## src/rtl/seven_seg_scan_ctrl.sv

```systemverilog
// Four-digit multiplexed seven-segment scan controller.
// Cycles through digits 0..3, one slot of DIV clocks each, keeps the digit dark
// for the first BLANK clocks of every slot and applies optional leading-zero
// blanking. New display data is staged and promoted only at the frame boundary,
// so a frame never shows a mix of old and new nibbles.
module seven_seg_scan_ctrl #(
    parameter int DIV   = 50000,
    parameter int BLANK = 500
) (
    input  logic        clk,
    input  logic        rst,
    input  logic        en,
    input  logic        load,
    input  logic [15:0] value,
    input  logic [3:0]  dp_en,
    input  logic        lzb,
    output logic [3:0]  bcd,
    output logic [3:0]  digit,
    output logic        dp_n,
    output logic        frame_done
);

    localparam int                 CNT_W   = (DIV > 2) ? $clog2(DIV) : 1;
    localparam logic [CNT_W-1:0]   CNT_MAX = CNT_W'(DIV - 1);
    localparam logic [CNT_W:0]     BLANK_V = (CNT_W + 1)'(BLANK);

    logic [CNT_W-1:0] cnt_q, cnt_d;
    logic [1:0]       idx_q, idx_d;
    logic [15:0]      act_val_q, act_val_d;
    logic [3:0]       act_dp_q, act_dp_d;
    logic [15:0]      stg_val_q, stg_val_d;
    logic [3:0]       stg_dp_q, stg_dp_d;
    logic             pend_q, pend_d;
    logic [3:0]       bcd_q, bcd_d;
    logic [3:0]       digit_q, digit_d;
    logic             dp_n_q, dp_n_d;
    logic             frame_done_q, frame_done_d;

    logic             slot_end;
    logic             frame_wrap;
    logic [3:0]       blank;
    logic             lit;

    // Scan position, double-buffered display data and frame strobe.
    always_comb begin
        cnt_d        = cnt_q;
        idx_d        = idx_q;
        act_val_d    = act_val_q;
        act_dp_d     = act_dp_q;
        stg_val_d    = stg_val_q;
        stg_dp_d     = stg_dp_q;
        pend_d       = pend_q;
        frame_done_d = 1'b0;
        slot_end     = (cnt_q == CNT_MAX);
        frame_wrap   = slot_end && (idx_q == 2'd3);

        if (en) begin
            cnt_d        = slot_end ? '0 : cnt_q + 1'b1;
            idx_d        = slot_end ? idx_q + 2'd1 : idx_q;
            frame_done_d = frame_wrap;
            if (frame_wrap) begin
                // A load landing exactly on the wrap bypasses staging.
                if (load) begin
                    act_val_d = value;
                    act_dp_d  = dp_en;
                end else if (pend_q) begin
                    act_val_d = stg_val_q;
                    act_dp_d  = stg_dp_q;
                end
                pend_d = 1'b0;
            end else if (load) begin
                stg_val_d = value;
                stg_dp_d  = dp_en;
                pend_d    = 1'b1;
            end
        end else begin
            // Display is dark: no tearing possible, so write straight through.
            cnt_d  = '0;
            idx_d  = 2'd0;
            pend_d = 1'b0;
            if (load) begin
                act_val_d = value;
                act_dp_d  = dp_en;
            end else if (pend_q) begin
                act_val_d = stg_val_q;
                act_dp_d  = stg_dp_q;
            end
        end
    end

    // Digit drive derived from the current scan position and active data.
    always_comb begin
        blank[0] = 1'b0;
        blank[3] = lzb && (act_val_q[15:12] == 4'h0);
        blank[2] = blank[3] && (act_val_q[11:8] == 4'h0);
        blank[1] = blank[2] && (act_val_q[7:4] == 4'h0);

        lit     = en && ({1'b0, cnt_q} >= BLANK_V) && !blank[idx_q];
        bcd_d   = act_val_q[4*idx_q +: 4];
        digit_d = lit ? ~(4'b0001 << idx_q) : 4'b1111;
        dp_n_d  = !(lit && act_dp_q[idx_q]);
    end

    // State and registered outputs; reset overrides everything.
    always_ff @(posedge clk) begin
        if (rst) begin
            cnt_q        <= '0;
            idx_q        <= 2'd0;
            act_val_q    <= 16'h0000;
            act_dp_q     <= 4'h0;
            stg_val_q    <= 16'h0000;
            stg_dp_q     <= 4'h0;
            pend_q       <= 1'b0;
            bcd_q        <= 4'h0;
            digit_q      <= 4'b1111;
            dp_n_q       <= 1'b1;
            frame_done_q <= 1'b0;
        end else begin
            cnt_q        <= cnt_d;
            idx_q        <= idx_d;
            act_val_q    <= act_val_d;
            act_dp_q     <= act_dp_d;
            stg_val_q    <= stg_val_d;
            stg_dp_q     <= stg_dp_d;
            pend_q       <= pend_d;
            bcd_q        <= bcd_d;
            digit_q      <= digit_d;
            dp_n_q       <= dp_n_d;
            frame_done_q <= frame_done_d;
        end
    end

    assign bcd        = bcd_q;
    assign digit      = digit_q;
    assign dp_n       = dp_n_q;
    assign frame_done = frame_done_q;

endmodule

```

## config.mk

```make
export PLATFORM = sky130hd
export DESIGN_NAME = seven_seg_scan_ctrl
export DESIGN_NICKNAME = d
export VERILOG_FILES = /design/src/rtl/seven_seg_scan_ctrl.sv
export SDC_FILE = /design/constraint.sdc
export NUM_CORES = 1
export LEC_CHECK = 0
export CAP_MARGIN = 10
export CORE_MARGIN = 2
export CORE_UTILIZATION = 55
export DETAILED_ROUTE_END_ITERATION = 8
export DONT_BUFFER_PORTS = 1
export PLACE_DENSITY_LB_ADDON = 0.25
export SKIP_LAST_GASP = 1
export SYNTH_ARGS = -nofsm -noshare
export SYNTH_HDL_FRONTEND = slang
export SYNTH_SLANG_ARGS = --single-unit
```

## constraint.sdc

```tcl
create_clock -name clk -period 1.5 [get_ports clk]
set_input_delay 0.225 -clock clk [delete_from_list [all_inputs] [get_ports clk]]
set_output_delay 0.225 -clock clk [all_outputs]
set_load 0.1 [all_outputs]
```

==> impl_metrics.ini <==
[status]
status = complete, but fails checks
violations = setup timing

[placement]
gp_congestion = 0.8513
dp.cells = 428
dp_hpwl_mm = 4.589
port_buffers = 0

[global_routing]
grt.overflow.total = 0
antenna_found_initial = 0
grt.busiest_layer = met2
use_met1_pct = 29.93
grt_pass1_vias = 2398
grt.total_usage_pct = 23.09
grtUsageMet3_pct = 7.579
grtUsageMet2_pct = 35.58
grt_max_degree = 63
grt_pass1_wl_mm = 11.23

[layout]
multiInputGateArea_um2 = 1819
finalNonFillerCells = 447
layout_common_cells = dfxtp_1 (58), nand2b_1 (42), buf_4 (35)
syn_to_final_growth_pct = 24.77
fin_util_pct = 71.32
drive_gt1_share_pct = 28.27
area.sequential_um2 = 1395
diodes = 0
final_common_cell = dfxtp_1
fill_cells = 413
final_nets = 401

[drt]
detail_route.wl_per_cell_um = 15.88
first_pass_iters = 4
drt-total-wl_mm = 7.097
vias = 2571
drc_errors = 0
first_iter_violations = 130
ant_nets = 0
vias_per_cell = 5.752

[timing]
setup_slack_ps = -55.62
grt_setup_unrepaired = true
tns_ps = -1450
finalSetupViolations = 37
whs_ps = 17.41
worst_pin_slew_ps = 417.8
min_period_ps = 1556
final.setup_skew_ps = 11.45
hold_viol_final = 0
max_freq_mhz = 642.8
slew_viol_final = 0
finalCritPeriodShare_pct = 103.7
relSlewSlack_pct = 71.89

[clock_network]
cts_max_level = 3
clkTransAtPathRegs_ps = 80
clock_latency_ps = 350
clock-root-buffer = clkbuf_8
cts_tree = done
clock_path_buffers = 2
cts_sinks = 69
cts_buffers = 9

[yosys]
seq_area_frac_synth_pct = 43.62
synth-main-ff-cell = dfxtp_1
async_flop_share_pct = 0
synth-edff-count = 0
ys_seq_elements = 69
ys_types = 33
synthCells = 339
synthesis.area_um2 = 3167
syn_nets = 370
yosysWarnings = 0
synth_area_per_cell_um2 = 9.342

[worst_setup_path]
crit_path_top_delay_cell = dfxtp_2
path_class = register to register
reg2reg_to = cnt_q[10]
critPathMaxFanout = 7
cp_cell_sequence = nor4_4 -> buf_4 -> and4_4 -> or2_4 -> buf_8 -> nor2_4
end_kind = register
critical-path-top-delay-family = simple AND/OR/NAND/NOR gates
startpoint = cnt_q[10]
r2r_cells = 6
r2r_setup_slack_ps = -60
r2r-start = cnt_q[10]
arrival_ps = 1790
critPathLaunchType = register
crit_path_max_incr_delay_ps = 340
crit_buf_inv = 2
cp.required_ps = 1730

[die]
dieArea_um2 = 6381
io_pins = 35
rows = 27
die_h_um = 79.88
die_x_um = 79.88
core_area_um2 = 5540
initial_utilization_pct = 57.16

[min_path]
holdCritStartpoint = value[0]
holdPathStages = 2
hold-path-endpoint = stg_val_q[0]
hp-class = primary input to register

[power_and_ir_drop]
max-vdd-ir-drop_uv = 812.9
p_leak_nw = 1.504
powerDensity_nw_per_um2 = 1023
total_power_mw = 4.041

[run]
max_cap_violations = 0
[power breakdown]
part           switching [mW]  leakage, nW  internal, mW
Sequential             0.0586        0.569          1.92
Clock                   0.712        0.104         0.943
Combinational           0.201        0.832         0.202
[worst reg2reg max path: stages (launching register included)]
cell and delay, ps:
dfxtp_2 340, nor4_4 340, buf_4 190, and4_4 230
or2_4 150, buf_8 150, nor2_4 40
[cells in the mapped netlist, types with 3 or more instances]
| cell type | n | share of area, % |
|---|---|---|
| and3_1 | 3 | 0.59 |
| nor4_1 | 5 | 0.99 |
| o22a_1 | 20 | 5.5 |
| a21oi_1 | 17 | 2.7 |
| xor2_1 | 4 | 1.1 |
| o22ai_1 | 6 | 1.2 |
| mux4_2 | 5 | 3.6 |
| dfxtp_1 | 69 | 44 |
| xnor2_1 | 10 | 2.8 |
| o21ai_0 | 14 | 2.2 |
| nand4_1 | 6 | 1.2 |
| buf_2 | 6 | 0.95 |
| nor2_1 | 27 | 3.2 |
| nand2_1 | 18 | 2.1 |
| nand3_1 | 11 | 1.7 |
| mux2i_1 | 21 | 6.6 |
| inv_1 | 9 | 1.1 |
| clkbuf_1 | 15 | 1.8 |
| nand2b_1 | 42 | 8.3 |
| ha_1 | 6 | 2.4 |
| buf_6 | 3 | 1.1 |
| nor2b_1 | 6 | 1.2 |
| nor3_1 | 4 | 0.63 |
[layer usage]
| layer | part of all wire [%] | routed length, um |
|---|---|---|
| met1 | 42 | 2948 |
| met2 | 48 | 3432 |
| met3 | 8.1 | 577 |
| met4 | 1.9 | 138 |
| met5 | 0 | 0 |
[cell type report]
cell class                      instances  share of cell area [%]
Multi-Input combinational cell        237                   46.04
Sequential cell                        69                   35.31
Timing Repair Buffer                   44                   10.04
Clock buffer                           11                   3.325
Tap cell                               72                   2.280
Clock inverter                          5                   2.153
Inverter                                9                  0.8550
[cells by family (layout without fill, tap and decap cells)]
logic type	Yosys count	count (layout)	synth area share, %
DFF	69	69	43.62
AOI/OAI and AO/OA	60	60	12.33
xor gates and xnor gates	14	14	3.872
muxes	26	26	10.19
adders and majority gates	6	6	2.371
and+or+nand+nor	131	131	22.76
buffers and inverters	33	69	4.859
[timing repair]
action | in CTS | in global routing
pin swaps | 1 | 24
buffers inserted | 0 | 1
hold buffers | 1 | 0
resized for setup | 13 | 51
endpoints found under the hold margin | 4 | 0
cloned | 1 | 0
setup endpoints to repair | 54 | 63
[through the flow]
stage / cell area, um2 / setup slack [ps]
floorplan: 3184 / 2.775
detailed placement: 3487 / -103.9
finish: 3951 / -55.62
global placement: 3487 / -32.79
global route: 3951 / -150.3
CTS: 3755 / -23.63
[registers in the layout, indices dropped and copies added, names as in the netlist]
signal      flops
act_dp_q        4
frame_done      1
digit           4
pend_q          1
act_val_q      16
cnt_q          16
idx_q           2
stg_dp_q        4
dp_n            1
bcd             4
stg_val_q      16
[worst max-delay path by stage]
stage | to | slack [ps] | cells after the start
after floorplan | stg_dp_q[0] | 3 | 7
after global placement | stg_val_q[3] | -30 | 6
after detailed placement | stg_val_q[10] | -100 | 6
after CTS | act_val_q[6] | -20 | 6
after global routing | act_val_q[1] | -150 | 6
final | cnt_q[10] | -60 | 6
No activity file was read; power rests on OpenSTA's default activity.
==> RTL edit 1: new RTL, same settings <==
Set the parameter `DIV` to 100000 (it was 50000).
--- a/src/rtl/seven_seg_scan_ctrl.sv
+++ b/src/rtl/seven_seg_scan_ctrl.sv
@@ -4,7 +4,7 @@
 // blanking. New display data is staged and promoted only at the frame boundary,
 // so a frame never shows a mix of old and new nibbles.
 module seven_seg_scan_ctrl #(
-    parameter int DIV   = 50000,
+    parameter int DIV   = 100000,
     parameter int BLANK = 500
 ) (
     input  logic        clk,
Function: same outputs for any inputs over 10 cycles, from zero or initial values and one cycle with rst high; that may be too few to reach the edited logic, so the function may still have changed.
==> RTL edit 1 against the original RTL <==
- the flow still finishes with violations (setup timing)
- cell count is 8.5% higher
- area after synthesis rose by 7.1%
- routed wire length increased by 23%
- setup slack got worse by 0.20 ns
- non-clock buffer count rose by 23
- cell area up 15%
- total power increased by 2.0%
- sequential cell count is 1 higher
- largest cell class unchanged
- largest power group unchanged
==> RTL edit 1: results (changes against the original RTL) <==
Parameter                              Value

Placement
  Weighted congestion at the end of routability-driven global placement ... 0.816 (-4.2%)
  Half-perimeter wire length after detailed placement ... 5.22 mm (+14%)
  Placement-stage cell area ... 3880 µm² (+11%)

STA
  Setup slack of the critical path after layout ... -0.254 ns (-0.199 ns)
  Endpoints failing setup ... 59 (+59%)
  Setup TNS ... -11.30 ns (-9.85 ns)
  Fin Clk Skew ... 0.00918 ns (-0.00227 ns)

Hold path
  Start point of the worst hold path ... value[5]
  Hold Path Sink ... stg_val_q[5]

Critical path
  Highest fanout seen on the critical path ... 20 (+13)
  Cell class contributing the biggest share of worst-path delay ... compound AO/OA/AOI/OAI gates
  Crit path arrival time ... 2.01 ns (+0.22 ns)
  Number of cells on the worst reg-to-reg path ... 5 (-1)
  Critical Path Slowest Stage Cell ... o32a_1

Routing
  Average detailed-routed wire length per instance ... 18.0 µm (+13%)
  Iteration-0 DRC count of the detailed router ... 152 (+17%)
  Vias per Instance ... 5.80 (+0.77%)

GRT
  Wire length of the first global-routing pass ... 13.6 mm (+21%)
  Total GRT Usage ... 26.9% (+3.9 points)
  Vias in the first global route ... 2774 (+16%)

Logic synthesis
  Cell types with the highest counts after synthesis ... 70 x dfxtp_1, 41 x nand2b_1, 26 x inv_1
  Post-synthesis net count ... 380 (+2.7%)
  Count of different cell masters after synthesis ... 40 (+21%)
  Post-synthesis sequential area ratio ... 41.3% (-2.3 points)

Power
  Max IR drop VDD ... 936 µV (+15%)
  Leakage power of the design ... 0.00161 µW (+7.3%)

Status
  Outcome ... complete, but fails checks
  Failing checks ... setup timing

Cells and area
  Share of layout cells above drive strength 1 ... 35.9% (+7.6 points)
  Largest registers in the final layout ... cnt_q: 17 flops, act_val_q: 16 flops, stg_val_q: 16 flops
  Total Nets Final ... 436 (+8.7%)
[RTL edit 1: metrics by stage]
stage / total power [µW] / utilization (%) / std cells / worst slack, ns / hold WS [ns]
floorplan: 2330 / - / 349 / -0.166 / 0.380
global placement: 2400 / 65.2 / 456 / -0.189 / 0.309
detailed placement: 2420 / 65.2 / 456 / -0.246 / 0.311
CTS: 4090 / 73.1 / 485 / -0.242 / 0.0129
global route: 4250 / 76.1 / 485 / -0.342 / 0.0120
finish: 4120 / 76.1 / 485 / -0.254 / 0.0160
[RTL edit 1: worst reg2reg max path: stages (launching register included)]
cell and delay [ns]:
dfxtp_1 0.31, nand4bb_4 0.23, or2_4 0.28, o32a_1 0.39, buf_12 0.18, a221oi_2 0.27
[RTL edit 1: layout make-up]
class	count	area, µm²
repair buffers	67	689
fillers	396	1420
well taps	75	93.8
multi-input cells	230	2020
clock inverters	3	40.0
inverters	27	105
clock buffers	13	170
flip-flops and latches	70	1410
[RTL edit 1: cell families (layout without fill, tap and decap cells)]
group                    after synthesis  after routing  share of synthesized area, %
AND/OR/NAND/NOR                      127            127                          22.7
flip-flops                            70             70                          41.3
AO/OA/AOI/OAI                         61             61                          15.5
buffers and inverters                 49            110                          6.16
multiplexers                          25             25                          9.22
XOR/XNOR                              11             11                          2.84
adder cells (fa/ha/maj)                6              6                          2.21
[RTL edit 1: power groups by stage]
stage / Combinational [µW] / Clock (µW) / Sequential [µW]
2_1_floorplan: 290 / 0 / 2040
3_3_place_gp: 386 / 0 / 2020
3_5_place_dp: 396 / 0 / 2020
4_1_cts: 476 / 1640 / 1980
5_1_grt: 541 / 1720 / 1990
6_report: 506 / 1630 / 1980
[RTL edit 1: worst max-delay path by stage]
| stage | cells after the start | endpoint | from |
|---|---|---|---|
| after floorplan | 7 | act_dp_q[2] | cnt_q[1] |
| after global placement | 7 | stg_val_q[14] | cnt_q[1] |
| after detailed placement | 5 | act_val_q[15] | cnt_q[14] |
| after CTS | 5 | act_val_q[2] | cnt_q[6] |
| after global routing | 7 | act_val_q[6] | cnt_q[14] |
| final | 5 | act_val_q[4] | cnt_q[6] |
[RTL edit 1: timing repair]
action	CTS	global route
gates resized for setup	16	45
cloned	4	0
setup endpoints to repair	56	65
pin swaps	10	23
hold buffers	1	0
endpoints found under the hold margin	24	0
buffers inserted	8	2
[RTL edit 1: layer usage]
metal | vias up | track usage, % | wire length (µm)
met5 | - | 0 | 0
met1 | 1357 | 30.8 | 3520
met2 | 76 | 47.9 | 4510
met4 | 0 | 8.36 | 216
li1 | 1357 | - | -
met3 | 21 | 8.37 | 472
==> RTL edit 2: new RTL, same settings <==
Without the edit above. Take the reset off `act_val_q` and `stg_val_q` and load them in a clocked block of their own.
--- a/src/rtl/seven_seg_scan_ctrl.sv
+++ b/src/rtl/seven_seg_scan_ctrl.sv
@@ -106,9 +106,7 @@
         if (rst) begin
             cnt_q        <= '0;
             idx_q        <= 2'd0;
-            act_val_q    <= 16'h0000;
             act_dp_q     <= 4'h0;
-            stg_val_q    <= 16'h0000;
             stg_dp_q     <= 4'h0;
             pend_q       <= 1'b0;
             bcd_q        <= 4'h0;
@@ -118,9 +116,7 @@
         end else begin
             cnt_q        <= cnt_d;
             idx_q        <= idx_d;
-            act_val_q    <= act_val_d;
             act_dp_q     <= act_dp_d;
-            stg_val_q    <= stg_val_d;
             stg_dp_q     <= stg_dp_d;
             pend_q       <= pend_d;
             bcd_q        <= bcd_d;
@@ -130,6 +126,11 @@
         end
     end
 
+    always_ff @(posedge clk) begin
+        act_val_q <= act_val_d;
+        stg_val_q <= stg_val_d;
+    end
+
     assign bcd        = bcd_q;
     assign digit      = digit_q;
     assign dp_n       = dp_n_q;
Function: changed (Yosys sat finds a counterexample within 4 cycles, from zero or initial values and one cycle with rst high).
==> RTL edit 2 against the original RTL <==
- synthesized cell count decreased by 33%
- setup slack better by 0.065 ns
- total power down 9.2%
- area after synthesis is 8.9% lower
- fmax is 4.3% higher
- routed wire length is 13% lower
- sequential cell count is the same
- global-route usage is 0.27 points lower
- cell count fell by 19%
- critical path depth down 1
- cell area down 7.0%
- first-iteration DRC count is 35% higher
- sequential power increased by 5%
==> RTL edit 2: results (changes against the original RTL) <==
Parameter                              Value

Routing
  Met3 wirelength from detailed routing ... 290 µm (-50%)
  Vias post-DR ... 1911 (-26%)
  Iteration-0 DRC count of the detailed router ... 176 (+35%)
  DRT Wirelength ... 6.16 mm (-13%)

Placement
  Number of cells after detailed placement ... 325 (-24%)
  Placement-stage cell area ... 3250 µm² (-6.7%)
  Post-placement worst setup slack ... -0.0366 ns (+0.0673 ns)
  Half-perimeter wire length after detailed placement ... 3.75 mm (-18%)

STA
  Fin Clk Skew ... 0.0128 ns (+0.00138 ns)
  Headroom to the max-slew limit ... 78.0% (+6.1 points)

GRT
  Vias in the first global route ... 1984 (-17%)
  Wire length of the first global-routing pass ... 9.92 mm (-12%)

Power
  Combinational power ... 276 µW (-32%)
  Sequential power ... 2080 µW (+5%)
  Max IR drop VDD ... 891 µV (+9.7%)

Critical path
  Critical Path Slowest Stage Cell ... nor4_4
  Highest fanout seen on the critical path ... 5 (-2)

Logic synthesis
  Post-synthesis sequential area ratio ... 59.0% (+15 points)
  Gate count of the mapped netlist ... 226 (-33%)
  Mux share of post-synthesis cell area ... 11.9% (+1.7 points)
  Cell types with the highest counts after synthesis ... 37 x dfxtp_1, 32 x edfxtp_1, 25 x nor2_1
  Post-synthesis net count ... 257 (-31%)
  Post-synthesis adder-cell area fraction ... 2.60% (+0.23 points)
  Area contributors post-synth ... edfxtp_1 33%, dfxtp_1 26%, mux2_2 6.2%, mux4_2 3.9%, nor2_1 3.3%
  Area share of xor/xnor cells in the synthesized design ... 4.55% (+0.68 points)

Cells and area
  Non-Filler Instances ... 360 (-19%)
  Total Nets Final ... 316 (-21%)
  Share of layout cells above drive strength 1 ... 32.8% (+4.5 points)

Clock network
  Post-CTS Resized ... 4 (-9)

Status
  Outcome ... finished clean
==> RTL edit 2: cell count changes after synthesis, sizes merged, moves of 15 or more <==
| cell | change |
|---|---|
| a21oi | -16 |
| o22a | -16 |
| nand2b | -31 |
| mux2i | -16 |
| mux2 | +16 |
| dfxtp | -32 |
| nand2 | -15 |
| edfxtp | +32 |
==> RTL edit 2: worst paths after layout <==
kind,from,cells past startpoint,slack (ns),endpoint
worst min-delay path,dp_en[1],2,0.02,stg_dp_q[1]
worst min register to register,stg_dp_q[1],2,0.47,stg_dp_q[1]
worst max-delay path,cnt_q[11],5,0.009,act_dp_q[0]
worst max register to register,cnt_q[11],5,0.009,act_dp_q[0]
==> RTL edit 2: cell type report <==
type,instances,area [µm²]
Inverter,6,22.5
Sequential cell,69,1710
Timing Repair Buffer,58,528
Clock inverter,6,40.0
Multi-Input combinational cell,141,1160
Fill cell,363,1400
Tap cell,70,87.6
Clock buffer,10,128
